## config.mk

```make
export PLATFORM = sky130hd
export DESIGN_NAME = ffxkvar_dly
export DESIGN_NICKNAME = d
export VERILOG_FILES = /design/src/rtl/ffxkvar_dly.sv
export SDC_FILE = /design/constraint.sdc
export NUM_CORES = 1
export LEC_CHECK = 0
export CAP_MARGIN = 10
export CORE_ASPECT_RATIO = 2
export CORE_MARGIN = 5
export CORE_UTILIZATION = 60
export DETAILED_ROUTE_END_ITERATION = 16
export PLACE_DENSITY_LB_ADDON = 0.08
export SLEW_MARGIN = 20
export SYNTH_ARGS = -nofsm -noshare
export SYNTH_HDL_FRONTEND = slang
export SYNTH_SLANG_ARGS = --single-unit
```

## constraint.sdc

```tcl
create_clock -name clk -period 7 [get_ports clk]
set_input_delay 1.05 -clock clk [delete_from_list [all_inputs] [get_ports clk]]
set_output_delay 1.05 -clock clk [all_outputs]
set_load 0.02 [all_outputs]
```

## src/rtl/ffxkvar_dly.sv

```systemverilog
// Run-time programmable multi-bit delay line with valid tag, clock enable and
// output blanking while the line refills after a delay change.
//
// Ports:
//   clk    : system clock, posedge
//   rst    : asynchronous reset, active-high
//   ce     : shift enable; 0 holds the whole line
//   dly    : requested delay in ce cycles (clamped to 1..DMAX)
//   idat   : input data
//   ivld   : input valid tag
//   odat   : delayed data, RSTVAL whenever ovld=0
//   ovld   : delayed valid, blanked while settling
//   settle : 1 while refilling after a delay change
module ffxkvar_dly #(
    parameter int              WID    = 8,
    parameter int              DMAX   = 16,
    parameter int              DW     = 5,
    parameter logic [WID-1:0]  RSTVAL = '0
) (
    input  logic           clk,
    input  logic           rst,
    input  logic           ce,
    input  logic [DW-1:0]  dly,
    input  logic [WID-1:0] idat,
    input  logic           ivld,
    output logic [WID-1:0] odat,
    output logic           ovld,
    output logic           settle
);

    typedef enum logic {
        RUN    = 1'b0,
        SETTLE = 1'b1
    } state_t;

    localparam logic [DW:0] DMAX_X = (DW+1)'(DMAX);

    logic [WID-1:0] dat_q [DMAX];
    logic [DMAX-1:0] vld_q;

    logic [DW-1:0] dly_q;
    logic [DW-1:0] cnt_q;
    logic [DW-1:0] cnt_d;
    logic [DW-1:0] d_eff;
    logic [DW:0]   dly_x;
    state_t        st_q;
    state_t        st_d;
    logic          chg;

    logic [WID-1:0] tap_dat;
    logic           tap_vld;

    // Clamp in DW+1 bits so a large dly never wraps past DMAX.
    always_comb begin
        dly_x = {1'b0, dly};
        if (dly == '0)
            d_eff = DW'(1);
        else if (dly_x > DMAX_X)
            d_eff = DW'(DMAX);
        else
            d_eff = dly;
    end

    assign chg = (d_eff != dly_q);

    always_ff @(posedge clk or posedge rst) begin
        if (rst) begin
            vld_q <= '0;
            for (int i = 0; i < DMAX; i++)
                dat_q[i] <= RSTVAL;
        end else if (ce) begin
            dat_q[0] <= idat;
            vld_q    <= {vld_q[DMAX-2:0], ivld};
            for (int i = 1; i < DMAX; i++)
                dat_q[i] <= dat_q[i-1];
        end
    end

    always_ff @(posedge clk or posedge rst) begin
        if (rst) begin
            st_q  <= RUN;
            cnt_q <= '0;
            dly_q <= DW'(1);
        end else begin
            st_q  <= st_d;
            cnt_q <= cnt_d;
            if (chg)
                dly_q <= d_eff;
        end
    end

    // A change always wins: it restarts the refill count even mid-settle,
    // and a shift on the same edge is not counted toward the refill.
    always_comb begin
        st_d  = st_q;
        cnt_d = cnt_q;
        priority case (1'b1)
            chg: begin
                st_d  = SETTLE;
                cnt_d = d_eff;
            end
            (st_q == SETTLE) && ce: begin
                cnt_d = cnt_q - 1'b1;
                if (cnt_q == DW'(1))
                    st_d = RUN;
            end
            default: ;
        endcase
    end

    always_comb begin
        tap_dat = dat_q[0];
        tap_vld = vld_q[0];
        for (int i = 0; i < DMAX; i++) begin
            if (dly_q == DW'(i + 1)) begin
                tap_dat = dat_q[i];
                tap_vld = vld_q[i];
            end
        end
    end

    assign ovld   = tap_vld & (st_q == RUN);
    assign odat   = ovld ? tap_dat : RSTVAL;
    assign settle = (st_q == SETTLE);

endmodule

```

==> reports/results.tsv, run 1 <==
stage	metric	value	unit
layout	syn_to_final_growth	12.95	%
sta	tightest_slew	0.8965	ns
setup_path	crit_arrival	4.04	ns
yosys	syn_inst	622	
yosys	syn-cell-area	0.007441	mm²
clocking	htreeDepth	4	
drt	routed_wl	15.85	mm
sta	rsz0062_at_grt	false	
drt	via_count	5008	
setup_path	criticalPathCategory	reg -> out	
pwr	clockPowerShare	0.338	
min_path	hold_path_class	reg -> reg	
setup_path	end_kind	output port	
drt	drt-initial-drc-count	376	
layout	layout.nets	647	
sta	slew_headroom	0.4024	
setup_path	crit_slowest_cell	dfstp_2	
clocking	insertion_delay	0.42	ns
yosys	synth-xor-area-share	0.007062	
pwr	switchingPower	0.0008288	W
clocking	clockBufferDepth	2	
yosys	ys.flop_type	dfrtp_1	
sta	finalCriticalPeriod	5.089	ns
yosys	ys_seq_area_frac	0.5214	
floorplanning	core	0.01220	mm²
pwr	powerDensity	357.8	mW/mm²
yosys	ys.warnings.count	0	
drt	vias_per_cell	6.355	
pwr	p_leak	3.493	nW
global_routing	grt-ovfl-total	0	
setup_path	path_buf_inv	2	
sta	tns	0	ns
layout	multi_input_area	0.003292	mm²
floorplanning	die_x	88.75	µm
pwr	netSwitchingFraction	0.2756	
setup_path	path_delay_family	compound AO/OA/AOI/OAI gates	
yosys	syn_nets	641	
floorplanning	initial_core_util	0.6101	
sta	skew	0.006403	ns
sta	setup_viol	0	
drt	drt_first_pass_iters	5	
clocking	numCtsBuffers	17	
clocking	cts.sinks	155	
sta	hold_violations	0	
yosys	ys_seq_elements	155	
global_routing	grt_pass1_vias	5122	
layout	seq_area	0.003880	mm²
clocking	ctsResizeCount	0	
setup_path	startpoint_type	register	
pwr	vdd_drop_max	242.7	µV
layout	drive_above_1_share	0.2949	
global_routing	grt_start_max_net_pins	102	
flow_run	maxCapViolCount	0	
placed_design	gp_congestion	0.8626	
floorplanning	ios	27	
yosys	async_flop_share	1.000	
yosys	synthAdderAreaFrac	0.003363	
sta	fmax	196.5	MHz
setup_path	critical_path_required	5.95	ns
drt	drc	0	
clocking	clock-root-buffer	clkbuf_16	
pwr	power.share.sequential	0.493	
yosys	avgSynthCellArea	11.96	µm²
global_routing	grt_use_total	0.2309	
setup_path	cp_slowest_stage_delay	0.78	ns
yosys	synth_cell_types	59	
yosys	synth_top_family_by_area	multiplexers	
run_status	status	finished clean	
placed_design	post-dp-hpwl	10.59	mm
floorplanning	die_area	0.01486	mm²
layout	diodes	0	
setup_path	crit_fanout	38	
floorplanning	std_cell_rows	57	
clocking	post_cts_buffers	0	
setup_path	cp_cell_sequence	buf_4 > nand2b_1 > o22ai_1 > a221oi_1 > a211o_1 > a31oi_4 > a311oi_1 > clkdlybuf4s50_1	
global_routing	antenna_found_initial	0	
yosys	synthMuxAreaShare	0.2342	
yosys	synth_compound_area_frac	0.1323	
sta	slew_violations	0	
layout	fin_cells	788	
drt	wire_per_inst	20.12	µm
clocking	tritoncts	built	
pwr	comb_power_share	0.170	
yosys	synth-simple-area-share	0.06541	
drt	drtAntennaViolNets	0	
pwr	p_int	0.002179	W
sta	post-route-period-util	0.7269	
clocking	clk_pin_slew	0.06	ns
yosys	synth-edff-count	0	
floorplanning	die_h	167.5	µm
placed_design	placedCellCount	755	
clocking	cts-hold-fix-buffers	0	
layout	nFillCells	883	
placed_design	portBuffers	26	
global_routing	grt_pass1_wl	26.55	mm
-- layout by cell type, fill, tap and decap left out, types with 4 or more instances in the layout --
| cell type | netlist | routed |
|---|---|---|
| o211ai_1 | 6 | 6 |
| nor3_1 | 11 | 11 |
| nand2b_1 | 7 | 7 |
| inv_6 | 0 | 4 |
| o2111ai_1 | 6 | 6 |
| a21oi_1 | 32 | 32 |
| buf_4 | 5 | 5 |
| a21o_1 | 6 | 6 |
| clkdlybuf4s50_1 | 0 | 25 |
| a22oi_1 | 7 | 7 |
| bufinv_16 | 0 | 5 |
| mux2_2 | 140 | 140 |
| nor2b_1 | 6 | 6 |
| xnor2_1 | 5 | 5 |
| a211oi_1 | 14 | 14 |
| dfrtp_1 | 154 | 154 |
| o21ai_0 | 46 | 46 |
| a221oi_1 | 9 | 9 |
| nor2_1 | 18 | 18 |
| clkbuf_16 | 0 | 17 |
| o22ai_1 | 11 | 11 |
| inv_1 | 15 | 14 |
| nand2_1 | 31 | 31 |
| mux2i_1 | 11 | 11 |
-- state kept, by name, summed over array words and instances (netlist names) --
signal  count
dat_q     128
vld_q      16
cnt_q       5
dly_q       5
settle      1
-- metrics by stage --
step	utilization	cell area [µm²]	hold slack [ns]	total power, W	worst slack (ns)
finish	0.6891	8404	0.4866	0.003007	1.911
floorplan	-	7441	0.4530	0.001819	1.774
global placement	0.6330	7720	0.4715	0.001966	2.514
global route	0.6891	8404	0.5201	0.003163	1.770
detailed placement	0.6330	7720	0.4749	0.002002	2.363
CTS	0.6869	8377	0.4878	0.003032	1.937
-- layout make-up --
cell class              instances  share of cell area
well taps                     147             0.02188
multi-input cells             406              0.3917
inverters                      16            0.007742
clock buffers                  20             0.05315
flip-flops and latches        155              0.4617
clock inverters                12             0.02501
repair buffers                 32             0.03886
-- Yosys cell counts (2+ instances only) --
library cell | n | area share
dfrtp_1 | 154 | 0.52
mux2_2 | 140 | 0.21
o21ai_0 | 46 | 0.031
a21oi_1 | 32 | 0.022
nand2_1 | 31 | 0.016
clkbuf_1 | 27 | 0.014
nor2_1 | 18 | 0.0091
inv_1 | 15 | 0.0076
a211oi_1 | 14 | 0.014
mux2i_1 | 11 | 0.015
nor3_1 | 11 | 0.0074
o22ai_1 | 11 | 0.0092
buf_2 | 10 | 0.0067
a221oi_1 | 9 | 0.011
a22oi_1 | 7 | 0.0071
nand2b_1 | 7 | 0.0059
a21o_1 | 6 | 0.0061
nor2b_1 | 6 | 0.0050
o2111ai_1 | 6 | 0.0071
o211ai_1 | 6 | 0.0061
buf_4 | 5 | 0.0050
xnor2_1 | 5 | 0.0059
a211o_1 | 2 | 0.0024
and2_1 | 2 | 0.0017
and3b_1 | 2 | 0.0024
ha_1 | 2 | 0.0034
mux4_2 | 2 | 0.0061
nand3_1 | 2 | 0.0013
nand3b_1 | 2 | 0.0020
nor3_4 | 2 | 0.0044
-- routing by layer --
metal	share of wire	global-route usage	vias to the layer above
met2	0.54	0.3741	127
met4	0.026	0.1079	0
met5	0	0	-
met1	0.41	0.2947	2543
li1	-	-	2303
met3	0.031	0.04130	35
-- tightest hold or removal path, delay by kind of cell (launching register included) --
kind            cells  cell delay (ns)
flops               1             0.34
simple gates        1             0.05
compound gates      1             0.06
-- kinds of logic after synthesis --
logic type / count (synthesis)
multiplexers: 154
buffers and inverters: 61
adder cells (fa/ha/maj): 2
AND/OR/NAND/NOR: 92
flip-flops: 155
AO/OA/AOI/OAI: 152
XOR/XNOR: 6
-- worst paths after layout --
check                          start         to  slack (ns)  cells past startpoint
max reg2reg                 dly_q[1]   cnt_q[1]        4.57                      5
max in group asynchronous        rst  dat_q[73]        4.78                      4
min                        vld_q[14]  vld_q[15]        0.49                      2
max                         dly_q[0]    odat[6]        1.91                      8
min reg2reg                vld_q[14]  vld_q[15]        0.49                      2
min in group asynchronous        rst  dat_q[38]        1.11                      2
-- power by group through the flow --
| stage | clock [W] | sequential (W) | combinational (W) |
|---|---|---|---|
| 6_report | 0.00102 | 0.00148 | 0.000511 |
| 3_3_place_gp | 0 | 0.00148 | 0.000487 |
| 4_1_cts | 0.00103 | 0.00148 | 0.000515 |
| 5_1_grt | 0.00107 | 0.00152 | 0.000569 |
| 2_1_floorplan | 0 | 0.00138 | 0.000442 |
| 3_5_place_dp | 0 | 0.00149 | 0.000510 |
Power figures use the tool's default switching activity.
==> run 2, diff against run 1 <==
Settings changed: CORE_UTILIZATION 60 to 55.
Clock period 7 ns to 4.5 ns, I/O delays scaled along.
==> run 2 against run 1 <==
Highest routed layer unchanged. Register-to-register slack worse by 2.2 ns. Clock-buffer cell count down 1. Largest cell class unchanged. Worst hold slack better by 0.025 ns. Die area up 8.3%. Sequential share of layout area down 0.15 points. Total power up 53%. Sequential power up 57%.
==> reports/results.tsv, run 2 (synthesized netlist as in run 1, its figures left out) <==
stage	metric	value	unit	change
sta	post-route-period-util	0.9420		
clocking	clk_pin_slew	0.06	ns	about the same
clocking	tritoncts	built		
pwr	vdd_drop_max	347.4	µV	+43%
layout	layout_common_cells	154 x dfrtp_1, 140 x mux2_2, 46 x o21ai_0		
floorplanning	core	0.01336	mm²	+9.6%
floorplanning	ios	27		unchanged
layout	seq_area	0.003880	mm²	unchanged
drt	via_count	4999		-0.18%
clocking	cts.sinks	155		unchanged
global_routing	grt-ovfl-total	0		unchanged
clocking	cts-hold-fix-buffers	0		unchanged
clocking	clock-root-buffer	clkbuf_16		
setup_path	end_kind	output port		
placed_design	gp_congestion	0.8718		+1.1%
sta	hold_violations	0		unchanged
drt	vias_per_cell	6.202		-2.4%
placed_design	place_area	0.007824	mm²	+1.3%
layout	drive_above_1_share	0.3088		+0.01390
setup_path	crit_slowest_cell	dfstp_2		
pwr	powerDensity	544.0	mW/mm²	+52%
clocking	ctsResizeCount	0		unchanged
sta	slew_headroom	0.3983		-0.004057
drt	drc	0		unchanged
sta	setup_viol	0		unchanged
floorplanning	std_cell_rows	60		+5.3%
setup_path	crit_fanout	16		-58%
run_status	status	finished clean		
clocking	clockBufferDepth	2		unchanged
layout	largest_reg_flops	128		unchanged
setup_path	cp_slowest_stage_delay	0.77	ns	about the same
setup_path	crit_arrival	3.56	ns	-0.48 ns
flow_run	maxCapViolCount	0		unchanged
layout	regMostFlops	dat_q		
setup_path	startpoint_type	register		
drt	drtAntennaViolNets	0		unchanged
sta	slew_violations	0		unchanged
layout	multi_input_area	0.003292	mm²	unchanged
sta	holdWs	0.5115	ns	+0.02492 ns
clocking	numCtsBuffers	17		unchanged
layout	reg_top3	dat_q x128, vld_q x16		
global_routing	grt_use_total	0.2181		-0.01276
global_routing	grt_start_max_net_pins	156		+53%
clocking	insertion_delay	0.42	ns	about the same
layout	layout_commonest_cell	dfrtp_1		
sta	tightest_slew	0.9026	ns	+0.006086 ns
floorplanning	die_x	92.25	µm	+3.9%
sta	tns	0	ns	unchanged
setup_path	cp_cell_sequence	nand2b_1 > o22ai_1 > a221oi_1 > a211o_1 > a31oi_4 > a311oi_1 > clkdlybuf4s50_1		
sta	skew	0.009987	ns	+0.003583 ns
sta	fmax	235.9	MHz	
global_routing	antenna_found_initial	0		unchanged
setup_path	path_delay_family	compound AO/OA/AOI/OAI gates		
global_routing	grt_pass1_vias	5011		-2.2%
layout	layout.nets	657		+1.5%
floorplanning	die_area	0.01610	mm²	+8.3%
placed_design	post-dp-hpwl	11.61	mm	+9.7%
global_routing	grt_pass1_wl	27.22	mm	+2.5%
floorplanning	initial_core_util	0.5568		-0.05330
drt	routed_wl	16.75	mm	+5.7%
placed_design	portBuffers	26		unchanged
drt	drt_first_pass_iters	5		unchanged
layout	diodes	0		unchanged
min_path	hold_path_class	reg -> reg		
floorplanning	die_h	174.5	µm	+4.2%
sta	rsz0062_at_grt	false		
clocking	htreeDepth	4		unchanged
layout	syn_to_final_growth	13.32	%	
setup_path	critical_path_required	3.83	ns	-2.12 ns
setup_path	criticalPathCategory	reg -> out		
layout	nFillCells	1094		+24%
layout	fin_area	0.008432	mm²	+0.33%
drt	wire_per_inst	20.78	µm	+3.3%
sta	finalCriticalPeriod	4.239	ns	
clocking	post_cts_buffers	0		unchanged
pwr	total_power	0.004587	W	+53%
pwr	p_leak	3.510	nW	+0.47%
setup_path	path_buf_inv	1		-1
drt	drt-initial-drc-count	380		+1.1%
## run 2: cell count changes in the layout (fill, tap and decap cells not counted)
cell | previous run | this run
buf_4 | 5 | 15
bufinv_16 | 5 | 2
clkinvlp_4 | 0 | 3
clkbuf_1 | 2 | 0
buf_12 | 0 | 1
buf_16 | 1 | 0
clkbuf_8 | 1 | 2
clkinv_4 | 2 | 1
inv_6 | 4 | 5
inv_8 | 1 | 2
## run 2: metal layers
layer  global-route usage  vias up  part of all wire
met3              0.03768       31             0.031
met2               0.3797      130              0.54
met5                    0        -                 0
met1               0.2621     2518              0.40
li1                     -     2320                 -
met4              0.09553        0             0.029
## run 2: worst reg2reg max path, cell delays in order (launching register included)
cell	delay [ns]
dfrtp_1	0.36
buf_4	0.31
inv_2	0.15
xnor2_1	0.16
a221o_1	0.32
nor3_4	0.36
mux2_1	0.36
## run 2: area by class of cell
type	count	area share
multi-input cells	406	0.3904
repair buffers	42	0.04674
clock inverters	13	0.01840
well taps	155	0.02300
inverters	16	0.007568
clock buffers	19	0.05372
flip-flops and latches	155	0.4602
## run 2: final timing paths
| kind | start | to | slack (ns) | cells past startpoint |
|---|---|---|---|---|
| worst max-delay path | dly_q[0] | odat[6] | 0.26 | 7 |
| worst min-delay path | dat_q[5] | dat_q[5] | 0.51 | 1 |
| worst max register to register | dly_q[1] | cnt_q[1] | 2.37 | 6 |
| worst min register to register | dat_q[5] | dat_q[5] | 0.51 | 1 |
| max in group asynchronous | rst | dat_q[97] | 2.98 | 3 |
| min in group asynchronous | rst | dat_q[35] | 0.78 | 3 |
## run 2: through the flow
stage	cells	setup WS, ns	util
after floorplan	622	1.586	-
after global placement	774	0.8056	0.5855
after detailed placement	774	0.6943	0.5855
after CTS	806	0.2373	0.6310
after global routing	806	0.08827	0.6310
final	806	0.2608	0.6310
## run 2: power breakdown
group	internal, W	total (W)	switching [W]
clock	0.000863	0.00146	0.000598
sequential	0.00189	0.00232	0.000429
combinational	0.000497	0.000810	0.000313
==> run 3, diff against run 2 <==
Settings changed: GPL_ROUTABILITY_DRIVEN set to 1.
==> results of run 3 <==
Same layout as run 2: the final DEF is identical, and so are final timing and power.
==> RTL edit 1 (flow settings as in run 3) <==
Register the inputs `ce`, `dly`, `idat` and `ivld` before use. The logic sees them one clock later. Comments in the files are not updated.
--- a/src/rtl/ffxkvar_dly.sv
+++ b/src/rtl/ffxkvar_dly.sv
@@ -36,4 +36,16 @@
     localparam logic [DW:0] DMAX_X = (DW+1)'(DMAX);
 
+    logic ce_q;
+    logic [DW-1:0] dly_r;
+    logic [WID-1:0] idat_q;
+    logic ivld_q;
+
+    always_ff @(posedge clk) begin
+        ce_q   <= ce;
+        dly_r  <= dly;
+        idat_q <= idat;
+        ivld_q <= ivld;
+    end
+
     logic [WID-1:0] dat_q [DMAX];
     logic [DMAX-1:0] vld_q;
@@ -53,11 +65,11 @@
     // Clamp in DW+1 bits so a large dly never wraps past DMAX.
     always_comb begin
-        dly_x = {1'b0, dly};
-        if (dly == '0)
+        dly_x = {1'b0, dly_r};
+        if (dly_r == '0)
             d_eff = DW'(1);
         else if (dly_x > DMAX_X)
             d_eff = DW'(DMAX);
         else
-            d_eff = dly;
+            d_eff = dly_r;
     end
 
@@ -69,7 +81,7 @@
             for (int i = 0; i < DMAX; i++)
                 dat_q[i] <= RSTVAL;
-        end else if (ce) begin
-            dat_q[0] <= idat;
-            vld_q    <= {vld_q[DMAX-2:0], ivld};
+        end else if (ce_q) begin
+            dat_q[0] <= idat_q;
+            vld_q    <= {vld_q[DMAX-2:0], ivld_q};
             for (int i = 1; i < DMAX; i++)
                 dat_q[i] <= dat_q[i-1];
@@ -100,5 +112,5 @@
                 cnt_d = d_eff;
             end
-            (st_q == SETTLE) && ce: begin
+            (st_q == SETTLE) && ce_q: begin
                 cnt_d = cnt_q - 1'b1;
                 if (cnt_q == DW'(1))
Formal check against the unedited RTL: not equivalent (Yosys sat finds a counterexample within 4 cycles, from zero or initial values and one cycle with rst high).
==> RTL edit 1 against run 3 <==
Final area grew 7.0%; power rose by 6.7%; sequential cell count grew 15; clock power up 8%; worst setup slack better by 0.038 ns; non-clock buffer count increased by 4; area after synthesis increased by 5.8%; fmax increased by 0.89%; routed wire length increased by 1.9%; highest routed layer unchanged.
==> RTL edit 1: results <==
set metrics [dict create \
    status "finished clean" \
    drive_above_1_share 0.320 \
    ys_warn_count 0 \
    power.static_leakage_nw 3.70 \
    crit_path_max_incr_delay_ns 0.65 \
    synth_compound_area_frac 0.109 \
    ff2ff_path_depth 5 \
    routed_wl_um 17100 \
    synthTopCellsByCount "154 x dfrtp_1, 146 x mux2_2, 26 x nor2_1" \
    wl_met3_um 460 \
    synth_nets 652 \
    grt_overflow_total 0 \
    fill_cells 1099 \
    grt_use_total 0.220 \
    critPathCapture "odat[1]" \
    met1_usage 0.293 \
    largestRegisters "dat_q x128, vld_q x16, idat_q x8" \
    ys_async_sr_fraction 0.912 \
    hp-class "reg -> reg" \
    timing.rr.end "cnt_q[3]" \
    reg2reg_slack_ns 2.19 \
    synth.area.mux_share 0.241 \
    hpwl_um 11700 \
    critPathMaxFanout 23 \
    wl_met1_um 7260 \
    insertion_delay_ns 0.42 \
    worst_slew_pin_slew_ns 0.751 \
    cts_resized 0 \
    grt_max_degree 95 \
    startpoint "dly_q[1]" \
    grt_pass1_vias 5275 \
    grt_pass1_wl_um 28600 \
    gp_congestion 0.880 \
    synthAdderAreaFrac 0.00318 \
    cts_made_buffers 17 \
    vias 5182 \
    grt_use_met3 0.0336 \
    synth_xor_area_frac 0.00779 \
    drt_first_iter_violations 407 \
    cp.arrival_ns 3.53 \
    clock_skew_ns 0.0109 \
    clockBufferDepth 2 \
    synth.area.top_cells "dfrtp_1 49%, mux2_2 21%, dfxtp_1 3.8%, mux2i_1 2.0%, o21ai_0 1.5%" \
    timing.rr.start "dly_q[2]" \
    seq_area_frac_synth 0.531 \
    clk_root_buffer_cell "clkbuf_16" \
    dr_wl_met2_um 8850 \
    cp_slowest_cell "clkdlybuf4s50_1" \
    postPlaceCellArea_um2 8370 \
    ys_types 68 \
    use_met2 0.361 \
    nets 672 \
    vdd_drop_max_mv 0.372 \
]
[RTL edit 1: how the worst min path moves through the flow]
stage / cells past startpoint / slack (ns) / end / startpoint
after floorplan: 2 / 0.41 / vld_q[0] / ivld_q
after global placement: 2 / 0.45 / vld_q[0] / ivld_q
after detailed placement: 1 / 0.45 / dat_q[122] / idat_q[2]
after CTS: 1 / 0.47 / dat_q[124] / idat_q[4]
after global routing: 1 / 0.48 / dat_q[124] / idat_q[4]
final: 1 / 0.46 / dat_q[124] / idat_q[4]
[RTL edit 1: cell families after synthesis]
| family | after synthesis |
|---|---|
| adders and majority gates | 2 |
| xor gates and xnor gates | 7 |
| muxes | 166 |
| DFF | 170 |
| and+or+nand+nor | 109 |
| AOI/OAI and AO/OA | 120 |
| buffers and inverters | 59 |
[RTL edit 1: per-stage QoR]
step / hold slack [ns] / setup slack (ns) / std cells / utilization
after floorplan: 0.414 / 1.43 / 633 / -
after global placement: 0.445 / 0.728 / 825 / 0.589
after detailed placement: 0.448 / 0.721 / 825 / 0.589
after CTS: 0.468 / 0.262 / 857 / 0.634
after global routing: 0.479 / 0.114 / 858 / 0.635
final: 0.462 / 0.298 / 858 / 0.635
[RTL edit 1: final cells by class]
type / instances / area share
Inverter: 14 / 0.00624
Multi-Input combinational cell: 404 / 0.382
Clock buffer: 19 / 0.0480
Sequential cell: 170 / 0.464
Timing Repair Buffer: 46 / 0.0510
Tap cell: 192 / 0.0266
Clock inverter: 13 / 0.0225
[RTL edit 1: report_power, final]
group	total [mW]	internal, mW	switching (mW)
Combinational	0.872	0.541	0.330
Clock	1.58	0.949	0.635
Sequential	2.44	2.02	0.421
Total	4.90	3.51	1.39
==> RTL edit 2 (settings of run 3) <==
Made on the original files. Change the parameter `DMAX` from 16 to 32.
--- a/src/rtl/ffxkvar_dly.sv
+++ b/src/rtl/ffxkvar_dly.sv
@@ -14,5 +14,5 @@
 module ffxkvar_dly #(
     parameter int              WID    = 8,
-    parameter int              DMAX   = 16,
+    parameter int              DMAX   = 32,
     parameter int              DW     = 5,
     parameter logic [WID-1:0]  RSTVAL = '0
Check against the original RTL: no difference found for any inputs over 10 cycles, from zero or initial values and one cycle with rst high; that may be too few to reach the edited logic, so the function may still have changed.
==> RTL edit 2 against run 3 <==
Power increased by 100%; sequential power increased by 99%; final cell count increased by 110%; routed wire length increased by 150%; area after synthesis increased by 100%; worst setup slack got worse by 0.14 ns; core utilization decreased by 0.53 points; sequential cell count increased by 144; final area increased by 100%.
==> RTL edit 2: results <==
set metrics [dict create \
    status "finished clean" \
    gp_congestion 0.931 \
    grt_use_total 0.269 \
    routed_wl_um 41800 \
    synthTopCellsByCount "298 x dfrtp_1, 294 x mux2_2, 84 x o21ai_0" \
    seq_area_frac_synth 0.491 \
    clockBufferDepth 3 \
    insertion_delay_ns 0.56 \
    crit_path_max_incr_delay_ns 0.58 \
    cts_made_buffers 28 \
    nets 1351 \
    clock_skew_ns 0.0116 \
    critPathMaxFanout 15 \
    grt_max_degree 159 \
    critPathTopFamily "buffers and inverters" \
    reg2reg_slack_ns 2.49 \
    drive_above_1_share 0.341 \
    ys_types 85 \
    setup_slack_ns 0.118 \
    hp-class "in -> async" \
    drt_first_iter_violations 804 \
    vdd_drop_max_mv 0.293 \
    hpwl_um 28700 \
    dr.pass1.iters 5 \
    synth.area.top_cells "dfrtp_1 49%, mux2_2 22%, o21ai_0 2.8%, a21oi_1 2.2%, mux2i_1 1.9%" \
    power.static_leakage_nw 7.38 \
    largestRegisters "dat_q x256, vld_q x32" \
    place_worst_setup_slack_ns 0.373 \
    largest_register_ffs 256 \
    fill_cells 2262 \
    vias 11000 \
    ff2ff_path_depth 5 \
    htreeDepth 1 \
    grt_pass1_wl_um 65900 \
    worst-setup-path-type "reg -> out" \
    postPlaceCellArea_um2 16000 \
    synth_nets 1329 \
    worst_slew_pin_slew_ns 0.919 \
    critPathCapture "ovld" \
    portBuffers 26 \
]
-- RTL edit 2: changes by cell type after synthesis, moves of 31 or more --
cell            run 3  this run
dfrtp_1           154       298
nand2_1            31        62
o21ai_0            46        84
mux2_2            140       294
a21oi_1            32        67
nor2_1             18        50
-- RTL edit 2: how the worst min path moves through the flow --
stage,endpoint
CTS,dat_q[38]
finish,dat_q[38]
detailed placement,dat_q[124]
global route,dat_q[38]
floorplan,dat_q[124]
global placement,dat_q[155]
-- RTL edit 2: routing by layer --
layer	global-route usage	part of all wire
met1	0.317	0.38
met2	0.479	0.53
met3	0.0315	0.040
met4	0.138	0.059
met5	0	0
-- RTL edit 2: cell type report --
class                           instances  share of cell area
Inverter                               17             0.00415
Timing Repair Buffer                  104              0.0582
Multi-Input combinational cell        882               0.417
Clock buffer                           37              0.0445
Sequential cell                       299               0.437
Clock inverter                         15              0.0139
Tap cell                              352              0.0257
-- RTL edit 2: power breakdown --
group | total [mW] | internal, mW | switching (mW) | leakage, nW
logic | 1.99 | 1.17 | 0.818 | 3.16
clock network | 2.60 | 1.54 | 1.06 | 0.493
registers | 4.62 | 3.71 | 0.915 | 3.73
-- RTL edit 2: metrics by stage --
stage | util | hold slack [ns] | instances
final | 0.626 | 0.447 | 1706
after global routing | 0.626 | 0.481 | 1706
after CTS | 0.624 | 0.427 | 1704
after detailed placement | 0.583 | 0.498 | 1645
after global placement | 0.583 | 0.487 | 1645
after floorplan | - | 0.463 | 1310
-- RTL edit 2: cells by family (layout without fill, tap and decap cells) --
group | Yosys count | in the layout | share of synthesized area
AO/OA/AOI/OAI | 318 | 318 | 0.139
XOR/XNOR | 9 | 9 | 0.00518
adder cells (fa/ha/maj) | 2 | 2 | 0.00164
buffers and inverters | 129 | 173 | 0.0408
flip-flops | 299 | 299 | 0.491
multiplexers | 327 | 327 | 0.242
AND/OR/NAND/NOR | 226 | 226 | 0.0794
-- RTL edit 2: timing repair --
action,4_1_cts,5_1_grt
pin swaps,1,2
endpoints found under the setup margin,9,5
resized for setup,13,14
buffers inserted,6,2
cloned,1,0
hold buffers,0,0
